[src/rtl/fpn_threshold_calc_pkg.sv]
// Shared definitions for the FPN threshold stage: result-word field slices,
// buffer depth, FSM state encoding and a small saturation helper.
package fpn_threshold_calc_pkg;

  localparam int POS_MSB  = 47;
  localparam int POS_LSB  = 24;
  localparam int MEAN_MSB = 23;
  localparam int MEAN_LSB = 16;
  localparam int MOM_MSB  = 15;
  localparam int MOM_LSB  = 0;

  localparam int FPN_N_ENTRIES = 24;
  localparam int SQRT_ITERS    = 8;

  typedef enum logic [2:0] {
    ST_IDLE  = 3'd0,
    ST_READ  = 3'd1,
    ST_DRAIN = 3'd2,
    ST_DIV_M = 3'd3,
    ST_DIV_S = 3'd4,
    ST_SQRT  = 3'd5,
    ST_DONE  = 3'd6
  } state_e;

  function automatic logic [7:0] sat_u8(input logic [9:0] v);
    return (v > 10'd255) ? 8'hFF : v[7:0];
  endfunction

endpackage

[src/rtl/fpn_seq_div.sv]
// Restoring divider: one load cycle, then W shift/subtract steps; quotient is floor.
// o_done is high during the final step; the quotient is valid from the next cycle.
module fpn_seq_div #(
  parameter int W = 21
) (
  input  logic         clk,
  input  logic         rst_n,
  input  logic         i_en,
  input  logic         i_clr,
  input  logic         i_start,
  input  logic [W-1:0] i_dividend,
  input  logic [W-1:0] i_divisor,
  output logic         o_busy,
  output logic         o_done,
  output logic [W-1:0] o_quotient
);

  localparam int CNT_W = $clog2(W + 1);

  logic [W-1:0]     r_rem;
  logic [W-1:0]     r_quo;
  logic [CNT_W-1:0] r_cnt;
  logic             r_busy;
  logic [W:0]       w_shift;
  logic [W:0]       w_diff;

  assign w_shift = {r_rem, r_quo[W-1]};
  assign w_diff  = w_shift - {1'b0, i_divisor};

  // NOTE: clocked state uses non-blocking assignments so every register samples
  // pre-edge values, independent of statement order.
  always_ff @(posedge clk or negedge rst_n) begin
    if (!rst_n) begin
      r_rem  <= '0;
      r_quo  <= '0;
      r_cnt  <= '0;
      r_busy <= 1'b0;
    end else if (i_en) begin
      if (i_clr) begin
        r_busy <= 1'b0;
      end else if (i_start) begin
        r_rem  <= '0;
        r_quo  <= i_dividend;
        r_cnt  <= CNT_W'(W);
        r_busy <= 1'b1;
      end else if (r_busy) begin
        if (!w_diff[W]) begin
          r_rem <= w_diff[W-1:0];
          r_quo <= {r_quo[W-2:0], 1'b1};
        end else begin
          r_rem <= w_shift[W-1:0];
          r_quo <= {r_quo[W-2:0], 1'b0};
        end
        r_cnt <= r_cnt - CNT_W'(1);
        if (r_cnt == CNT_W'(1)) r_busy <= 1'b0;
      end
    end
  end

  assign o_busy     = r_busy;
  assign o_done     = r_busy && (r_cnt == CNT_W'(1));
  assign o_quotient = r_quo;

endmodule

[src/rtl/fpn_threshold_calc.sv]
// Drains the FPN result buffer once per frame and derives background mean,
// variance and detection threshold. Define FPN_HOTPIX_EN to exclude the max-mean entry.
module fpn_threshold_calc
  import fpn_threshold_calc_pkg::*;
#(
  parameter int N_ENTRIES = FPN_N_ENTRIES,
  parameter int K_SIGMA   = 3,
  parameter int SUM_W     = 21
) (
  input  logic        clk,
  input  logic        rst_n,
  input  logic        enable,
  input  logic        vs_in,
  input  logic        res_valid,
  output logic        res_rd_en,
  input  logic [47:0] res_data,
  output logic        thr_valid,
  output logic [7:0]  bg_mean,
  output logic [15:0] bg_var,
  output logic [7:0]  threshold,
  output logic        thr_sat,
  output logic [23:0] hot_pos
);

  localparam int CNT_W = ($clog2(N_ENTRIES) > 4) ? $clog2(N_ENTRIES) : 4;
`ifdef FPN_HOTPIX_EN
  localparam int DIVISOR = N_ENTRIES - 1;
`else
  localparam int DIVISOR = N_ENTRIES;
`endif

  state_e           r_state, w_next;
  logic [CNT_W-1:0] r_cnt;
  logic             r_vs_d, r_armed, r_rd_d;
  logic [SUM_W-1:0] r_sum_m, r_sum_s, w_sum_m_nxt, w_sum_s_nxt, w_quo;
  logic [7:0]       r_m, r_root, w_mean, w_trial, w_root_nxt;
  logic [15:0]      r_v, w_mom, w_s, w_mm, w_sq, w_v;
  logic [23:0]      w_pos;
  logic [2:0]       w_bit;
  logic [9:0]       w_t;
  logic             w_vs_rise, w_abort, w_load_out;
  logic             w_div_start, w_div_busy, w_div_done;
  logic             r_thr_valid, r_thr_sat;
  logic [7:0]       r_bg_mean, r_threshold;
  logic [15:0]      r_bg_var;

  assign w_pos  = res_data[POS_MSB:POS_LSB];
  assign w_mean = res_data[MEAN_MSB:MEAN_LSB];
  assign w_mom  = res_data[MOM_MSB:MOM_LSB];

  assign w_vs_rise  = vs_in && !r_vs_d;
  assign w_abort    = w_vs_rise && (r_state != ST_IDLE) && (r_state != ST_DONE);
  assign w_load_out = enable && (r_state == ST_SQRT) && (w_next == ST_DONE);

  // One square-root bit per SQRT cycle, MSB first, starting at r_cnt == 1.
  assign w_bit      = 3'(CNT_W'(SQRT_ITERS) - r_cnt);
  assign w_trial    = r_root | (8'd1 << w_bit);
  assign w_sq       = 16'(w_trial) * 16'(w_trial);
  assign w_root_nxt = (w_sq <= r_v) ? w_trial : r_root;
  assign w_s        = w_quo[15:0];
  assign w_mm       = 16'(r_m) * 16'(r_m);
  assign w_v        = (w_s >= w_mm) ? (w_s - w_mm) : '0;
  assign w_t        = 10'(r_m) + 10'(K_SIGMA) * 10'(w_root_nxt);

  always_ff @(posedge clk or negedge rst_n) begin
    if (!rst_n) begin
      r_state <= ST_IDLE;
      r_cnt   <= '0;
    end else if (enable) begin
      r_state <= w_next;
      r_cnt   <= (w_next != r_state) ? '0 : r_cnt + CNT_W'(1);
    end
  end

  // NOTE: combinational blocks assign a default first so no path can infer a latch.
  always_comb begin
    w_next = r_state;
    unique case (r_state)
      ST_IDLE:  if (res_valid && r_armed) w_next = ST_READ;
      ST_READ:  if (r_cnt == CNT_W'(N_ENTRIES - 1)) w_next = ST_DRAIN;
      ST_DRAIN: w_next = ST_DIV_M;
      ST_DIV_M: if (w_div_done) w_next = ST_DIV_S;
      ST_DIV_S: if (w_div_done) w_next = ST_SQRT;
      ST_SQRT:  if (r_cnt == CNT_W'(SQRT_ITERS)) w_next = ST_DONE;
      ST_DONE:  w_next = ST_IDLE;
      default:  w_next = ST_IDLE;
    endcase
    if (w_abort) w_next = ST_IDLE;
  end

  always_comb begin
    res_rd_en   = enable && (r_state == ST_READ);
    w_div_start = ((r_state == ST_DIV_M) || (r_state == ST_DIV_S)) && !w_div_busy;
  end

  fpn_seq_div #(.W(SUM_W)) u_div (
    .clk        (clk),
    .rst_n      (rst_n),
    .i_en       (enable),
    .i_clr      (r_state == ST_IDLE),
    .i_start    (w_div_start),
    .i_dividend ((r_state == ST_DIV_M) ? r_sum_m : r_sum_s),
    .i_divisor  (SUM_W'(DIVISOR)),
    .o_busy     (w_div_busy),
    .o_done     (w_div_done),
    .o_quotient (w_quo)
  );

`ifdef FPN_HOTPIX_EN
  logic        r_hot_any, w_new_max;
  logic [7:0]  r_max_mean, w_max_mean;
  logic [15:0] r_max_mom, w_max_mom;
  logic [23:0] r_max_pos, w_max_pos, r_hot_pos;
  logic        w_unused;

  always_comb begin
    w_new_max   = !r_hot_any || (w_mean > r_max_mean);
    w_max_mean  = w_new_max ? w_mean : r_max_mean;
    w_max_mom   = w_new_max ? w_mom  : r_max_mom;
    w_max_pos   = w_new_max ? w_pos  : r_max_pos;
    w_sum_m_nxt = r_sum_m + SUM_W'(w_mean);
    w_sum_s_nxt = r_sum_s + SUM_W'(w_mom);
    if (r_state == ST_DRAIN) begin
      w_sum_m_nxt = w_sum_m_nxt - SUM_W'(w_max_mean);
      w_sum_s_nxt = w_sum_s_nxt - SUM_W'(w_max_mom);
    end
  end

  always_ff @(posedge clk or negedge rst_n) begin
    if (!rst_n) begin
      r_hot_any  <= 1'b0;
      r_max_mean <= '0;
      r_max_mom  <= '0;
      r_max_pos  <= '0;
      r_hot_pos  <= '0;
    end else if (enable) begin
      if (r_state == ST_IDLE) begin
        r_hot_any <= 1'b0;
      end else if (r_rd_d) begin
        r_hot_any  <= 1'b1;
        r_max_mean <= w_max_mean;
        r_max_mom  <= w_max_mom;
        r_max_pos  <= w_max_pos;
      end
      if (w_load_out) r_hot_pos <= r_max_pos;
    end
  end

  assign hot_pos  = r_hot_pos;
  assign w_unused = ^w_quo[SUM_W-1:16];
`else
  logic w_unused;

  assign w_sum_m_nxt = r_sum_m + SUM_W'(w_mean);
  assign w_sum_s_nxt = r_sum_s + SUM_W'(w_mom);
  assign hot_pos     = '0;
  assign w_unused    = ^{w_pos, w_quo[SUM_W-1:16]};
`endif

  always_ff @(posedge clk or negedge rst_n) begin
    if (!rst_n) begin
      r_vs_d      <= 1'b0;
      r_armed     <= 1'b1;
      r_rd_d      <= 1'b0;
      r_sum_m     <= '0;
      r_sum_s     <= '0;
      r_m         <= '0;
      r_v         <= '0;
      r_root      <= '0;
      r_thr_valid <= 1'b0;
      r_thr_sat   <= 1'b0;
      r_bg_mean   <= '0;
      r_bg_var    <= '0;
      r_threshold <= '0;
    end else if (enable) begin
      r_vs_d <= vs_in;
      r_rd_d <= res_rd_en;
      // A held-high res_valid must be seen low once before the next frame is read.
      if (r_state == ST_DONE)          r_armed <= 1'b0;
      else if (w_abort || !res_valid)  r_armed <= 1'b1;
      if (r_state == ST_IDLE) begin
        r_sum_m <= '0;
        r_sum_s <= '0;
      end else if (r_rd_d) begin
        r_sum_m <= w_sum_m_nxt;
        r_sum_s <= w_sum_s_nxt;
      end
      if (w_div_start && (r_state == ST_DIV_S)) r_m <= w_quo[7:0];
      if (r_state == ST_SQRT) begin
        if (r_cnt == '0) begin
          r_v    <= w_v;
          r_root <= '0;
        end else begin
          r_root <= w_root_nxt;
        end
      end
      r_thr_valid <= w_load_out;
      if (w_load_out) begin
        r_bg_mean   <= r_m;
        r_bg_var    <= r_v;
        r_threshold <= sat_u8(w_t);
        r_thr_sat   <= (w_t > 10'd255);
      end
    end
  end

  assign thr_valid = r_thr_valid;
  assign bg_mean   = r_bg_mean;
  assign bg_var    = r_bg_var;
  assign threshold = r_threshold;
  assign thr_sat   = r_thr_sat;

endmodule

[config.mk]
export PLATFORM = sky130hd
export DESIGN_NAME = fpn_threshold_calc
export DESIGN_NICKNAME = d
export VERILOG_FILES = /design/src/rtl/fpn_threshold_calc_pkg.sv /design/src/rtl/fpn_seq_div.sv /design/src/rtl/fpn_threshold_calc.sv
export SDC_FILE = /design/constraint.sdc
export NUM_CORES = 1
export LEC_CHECK = 0
export CELL_PAD_IN_SITES_DETAIL_PLACEMENT = 0
export CELL_PAD_IN_SITES_GLOBAL_PLACEMENT = 2
export CORE_UTILIZATION = 38
export CTS_CLUSTER_DIAMETER = 200
export DETAILED_ROUTE_END_ITERATION = 8
export GPL_TIMING_DRIVEN = 0
export HOLD_SLACK_MARGIN = 0.12
export PLACE_DENSITY_LB_ADDON = 0.1
export SLEW_MARGIN = 40
export SYNTH_ARGS = -nofsm -noshare
export SYNTH_HDL_FRONTEND = slang
export SYNTH_HIERARCHICAL = 1
export SYNTH_SLANG_ARGS = --single-unit
[constraint.sdc]
create_clock -name clk -period 11.8 [get_ports clk]
set_input_delay 1.18 -clock clk [delete_from_list [all_inputs] [get_ports clk]]
set_output_delay 1.18 -clock clk [all_outputs]
set_load 0.02 [all_outputs]
==> summary.md <==
| Metric | Value |
|---|---|
| Status | `completed` |
| Post-Syn Area | `14800 um2` |
| Via density | `5.14` |
| First-pass GRT wire length | `64300 um` |
| Final slew viol count | `0` |
| Number of fill cells | `3792` |
| PD cells | `276 nW/um2` |
| Setup violators final | `0` |
| Clock Power Share | `12.2%` |
| Row count | `71` |
| Hold_buf cts | `0` |
| RSZ-0062 raised after global routing | `false` |
| Layout cells sized above 1 | `9.25%` |
| Endpoint class of the critical path | `register` |
| Yosys top cell by area | `dfrtp_1` |
| Initial antenna violation count | `0` |
| Synth Flop Type | `dfrtp_1` |
| Synth top area cells | `dfrtp_1 (28%), ha_1 (13%), fa_1 (7.7%)` |
| R2r endpoint | `threshold[4]` |
| Hold Vio Cnt, Final | `0` |
| Multi-input logic area | `9650 um2` |
| HP Class | `register to register` |
| Worst r2r path cells | `40` |
| TritonCTS Sinks | `167` |
| Top-level I/O count | `112` |
| Worst setup path start | `r_cnt[0]` |
| Max VDD drop | `0.000182 V` |
| Core area | `37900 um2` |
| Layout Skew | `11.1 ps` |
| Rel. slew slack | `44.6%` |
| ANT nets after route | `0` |
| Syn-to-layout area delta | `14.2%` |
| Total wire length | `38700 um` |
| Tmin final | `10490 ps` |
| Worst EP required | `12140 ps` |
| P_int | `2.29 mW` |
| Setup TNS | `0 ps` |
| Post-CTS Setup Bufs | `0` |
| Post-route DRC violation count | `0` |
| Port Buffers | `63` |
| Most frequent cells in the layout | `inv_1 (177), dfrtp_1 (166), ha_1 (157)` |
| Maximum clock rate | `95.3 MHz` |
| Initial drt markers | `582` |
| CTS clock-pin slew for the worst setup and hold paths | `70 ps` |
| Syn Area/Cell | `9.11 um2` |
| Crit path launch type | `register` |
| R2R Setup Slk | `1310 ps` |
| Yosys cell types | `100` |
| Via count | `11700` |
| Reg-to-reg startpoint | `r_cnt[0]` |
| H-tree levels | `4` |
| Worst Path Arrival | `10830 ps` |
| Post-Layout Cell Count | `2273` |
| CTS tree | `built` |
| Total GRT Usage | `20.9%` |
| Commonest non-fill, non-tap cell in the layout | `inv_1` |
| Psw | `2.36 mW` |
| Top cell by count, worst path | `inv_1` |
| Total gr overflow | `0` |
| Post-synth EDFFs | `0` |
| Leak Pwr | `8.11 nW` |
| Top-area cell type share of the netlist area | `28.1%` |
| Number of global-route vias before repair | `11800` |
| Reg power frac | `17.7%` |
| Die height | `199 um` |
| Final HPWL DP | `30600 um` |
| Clk_lat worst skew | `450 ps` |
| Cells after Synth | `1621` |
| Tcrit/Tclk final | `88.9%` |
| Total of max-cap violations | `0` |
| CP endpoint | `threshold[4]` |
| Crit path max fanout | `10` |
| Worst-Margin Slew | `831 ps` |
| Die X | `199 um` |
| DR pass1 iterations | `5` |
| Largest net degree at the start of global routing | `68` |
| FF+latch area | `4180 um2` |
| Starting Density | `38.9%` |
| Final net count | `2016` |
| Post-cts resize count | `0` |
| Placed insts | `2241` |
| Net Sw Frac | `50.8%` |
| Clk buf depth | `2` |
| CTS Root Cell | `clkbuf_16` |
| Crit path kind | `register to register` |
| Register area share after synthesis | `28.3%` |
| Logic gate share of total power | `70.1%` |
| Cts bufs inserted | `17` |
| Yosys reg bits | `167` |
| ANT cells | `0` |
| Post-synth ARST share | `100%` |
| Die Area | `39600 um2` |
| Hold depth | `2` |
| Routed length per instance | `17.0 um` |
| Slowest Stage Delay on Critical Path | `670 ps` |
| Routability cong. | `0.814` |
| CP max stage cell | `a21oi_1` |
| Synthesis Warnings | `6` |
## sequential cells by signal (all words and copies together) (netlist names)
| name | count |
|---|---|
| bg_mean | 8 |
| bg_var | 16 |
| r_armed | 1 |
| r_cnt | 5 |
| r_m | 8 |
| r_rd_d | 1 |
| r_root | 8 |
| r_state | 3 |
| r_sum_m | 21 |
| r_sum_s | 21 |
| r_v | 16 |
| r_vs_d | 1 |
| thr_sat | 1 |
| thr_valid | 1 |
| threshold | 8 |
| u_div/o_busy | 1 |
| u_div/o_quotient | 21 |
| u_div/r_cnt | 5 |
| u_div/r_rem | 21 |
## metal layers
metal,global-route usage [%],routed length [um],vias up
met5,0,0,-
met4,5.10,620,0
met3,2.90,1040,27
met2,34.1,18300,169
met1,28.9,18800,5606
li1,-,-,5891
## through the flow
step / power [mW] / setup slack (ps) / utilization [%] / hold slack (ps) / instance area, um2
finish: 4.65 / 1310 / 44.4 / 489 / 16900
global route: 5.16 / 557 / 44.4 / 514 / 16900
floorplan: 3.25 / 2990 / - / 449 / 14900
CTS: 4.72 / 1200 / 44.4 / 491 / 16900
global placement: 4.09 / 1310 / 42.7 / 465 / 16200
detailed placement: 4.12 / 1260 / 42.9 / 475 / 16300
## cell families (layout without fill, tap and decap cells)
| family | Yosys count | after routing | synth area share [%] |
|---|---|---|---|
| buffers and inverters | 256 | 353 | 7.49 |
| muxes | 67 | 67 | 4.95 |
| other | 2 | 46 | 0.0509 |
| DFF | 167 | 167 | 28.3 |
| and+or+nand+nor | 419 | 419 | 13.7 |
| AOI/OAI and AO/OA | 410 | 410 | 19.3 |
| adders and majority gates | 214 | 214 | 21.0 |
| xor gates and xnor gates | 86 | 86 | 5.10 |
## final cells by class
class / count / share of cell area (%)
multi-input cells: 1242 / 57.3
flip-flops and latches: 167 / 24.8
repair buffers: 65 / 4.10
inverters: 181 / 4.03
well taps: 511 / 3.79
plain buffers: 75 / 2.53
clock buffers: 17 / 2.52
clock inverters: 15 / 0.957
## synthesized netlist by cell type (8+ instances only)
cell type / n
buf_2: 8
a211oi_1: 9
buf_4: 28
o21ai_0: 109
nand3_1: 19
o21a_1: 19
xnor2_1: 49
nand2b_1: 21
ha_1: 157
nor3_1: 32
fa_1: 57
a21o_1: 31
o22a_1: 9
nor2_1: 114
mux2i_1: 19
a21oi_1: 76
nand4_1: 12
xor2_1: 37
clkbuf_1: 34
nor2b_1: 18
a22o_1: 10
o211ai_1: 8
mux2_2: 48
and3_1: 11
a31oi_1: 15
o21ai_1: 8
and2_1: 14
nand2_1: 125
o22ai_1: 15
or3_1: 14
dfrtp_1: 166
inv_1: 177
o31ai_1: 16
## critical path, delay by kind of cell (launching register included)
| kind | cells | cell delay (ps) |
|---|---|---|
| fa+ha+maj | 10 | 3880 |
| compound gates | 13 | 3120 |
| xor+xnor | 2 | 360 |
| simple gates | 6 | 1270 |
| buf+inv | 9 | 1320 |
| flops | 1 | 420 |
## power groups by stage
stage | combinational, mW | clock [mW] | sequential [mW]
2_1_floorplan | 2.48 | 0 | 0.772
5_1_grt | 3.71 | 0.603 | 0.842
4_1_cts | 3.31 | 0.583 | 0.824
3_3_place_gp | 3.26 | 0 | 0.834
3_5_place_dp | 3.28 | 0 | 0.833
6_report | 3.26 | 0.566 | 0.824
## worst min path at each step
stage	from	endpoint	slack [ps]
final	u_div/o_quotient[19]	u_div/o_quotient[19]	490
after global routing	u_div/o_quotient[16]	u_div/o_quotient[16]	510
after CTS	u_div/o_quotient[19]	u_div/o_quotient[19]	490
after detailed placement	u_div/o_quotient[19]	u_div/o_quotient[19]	470
after global placement	u_div/o_quotient[18]	u_div/o_quotient[18]	460
after floorplan	u_div/o_quotient[16]	u_div/o_quotient[16]	450
No activity file was read; power rests on OpenSTA's default activity.
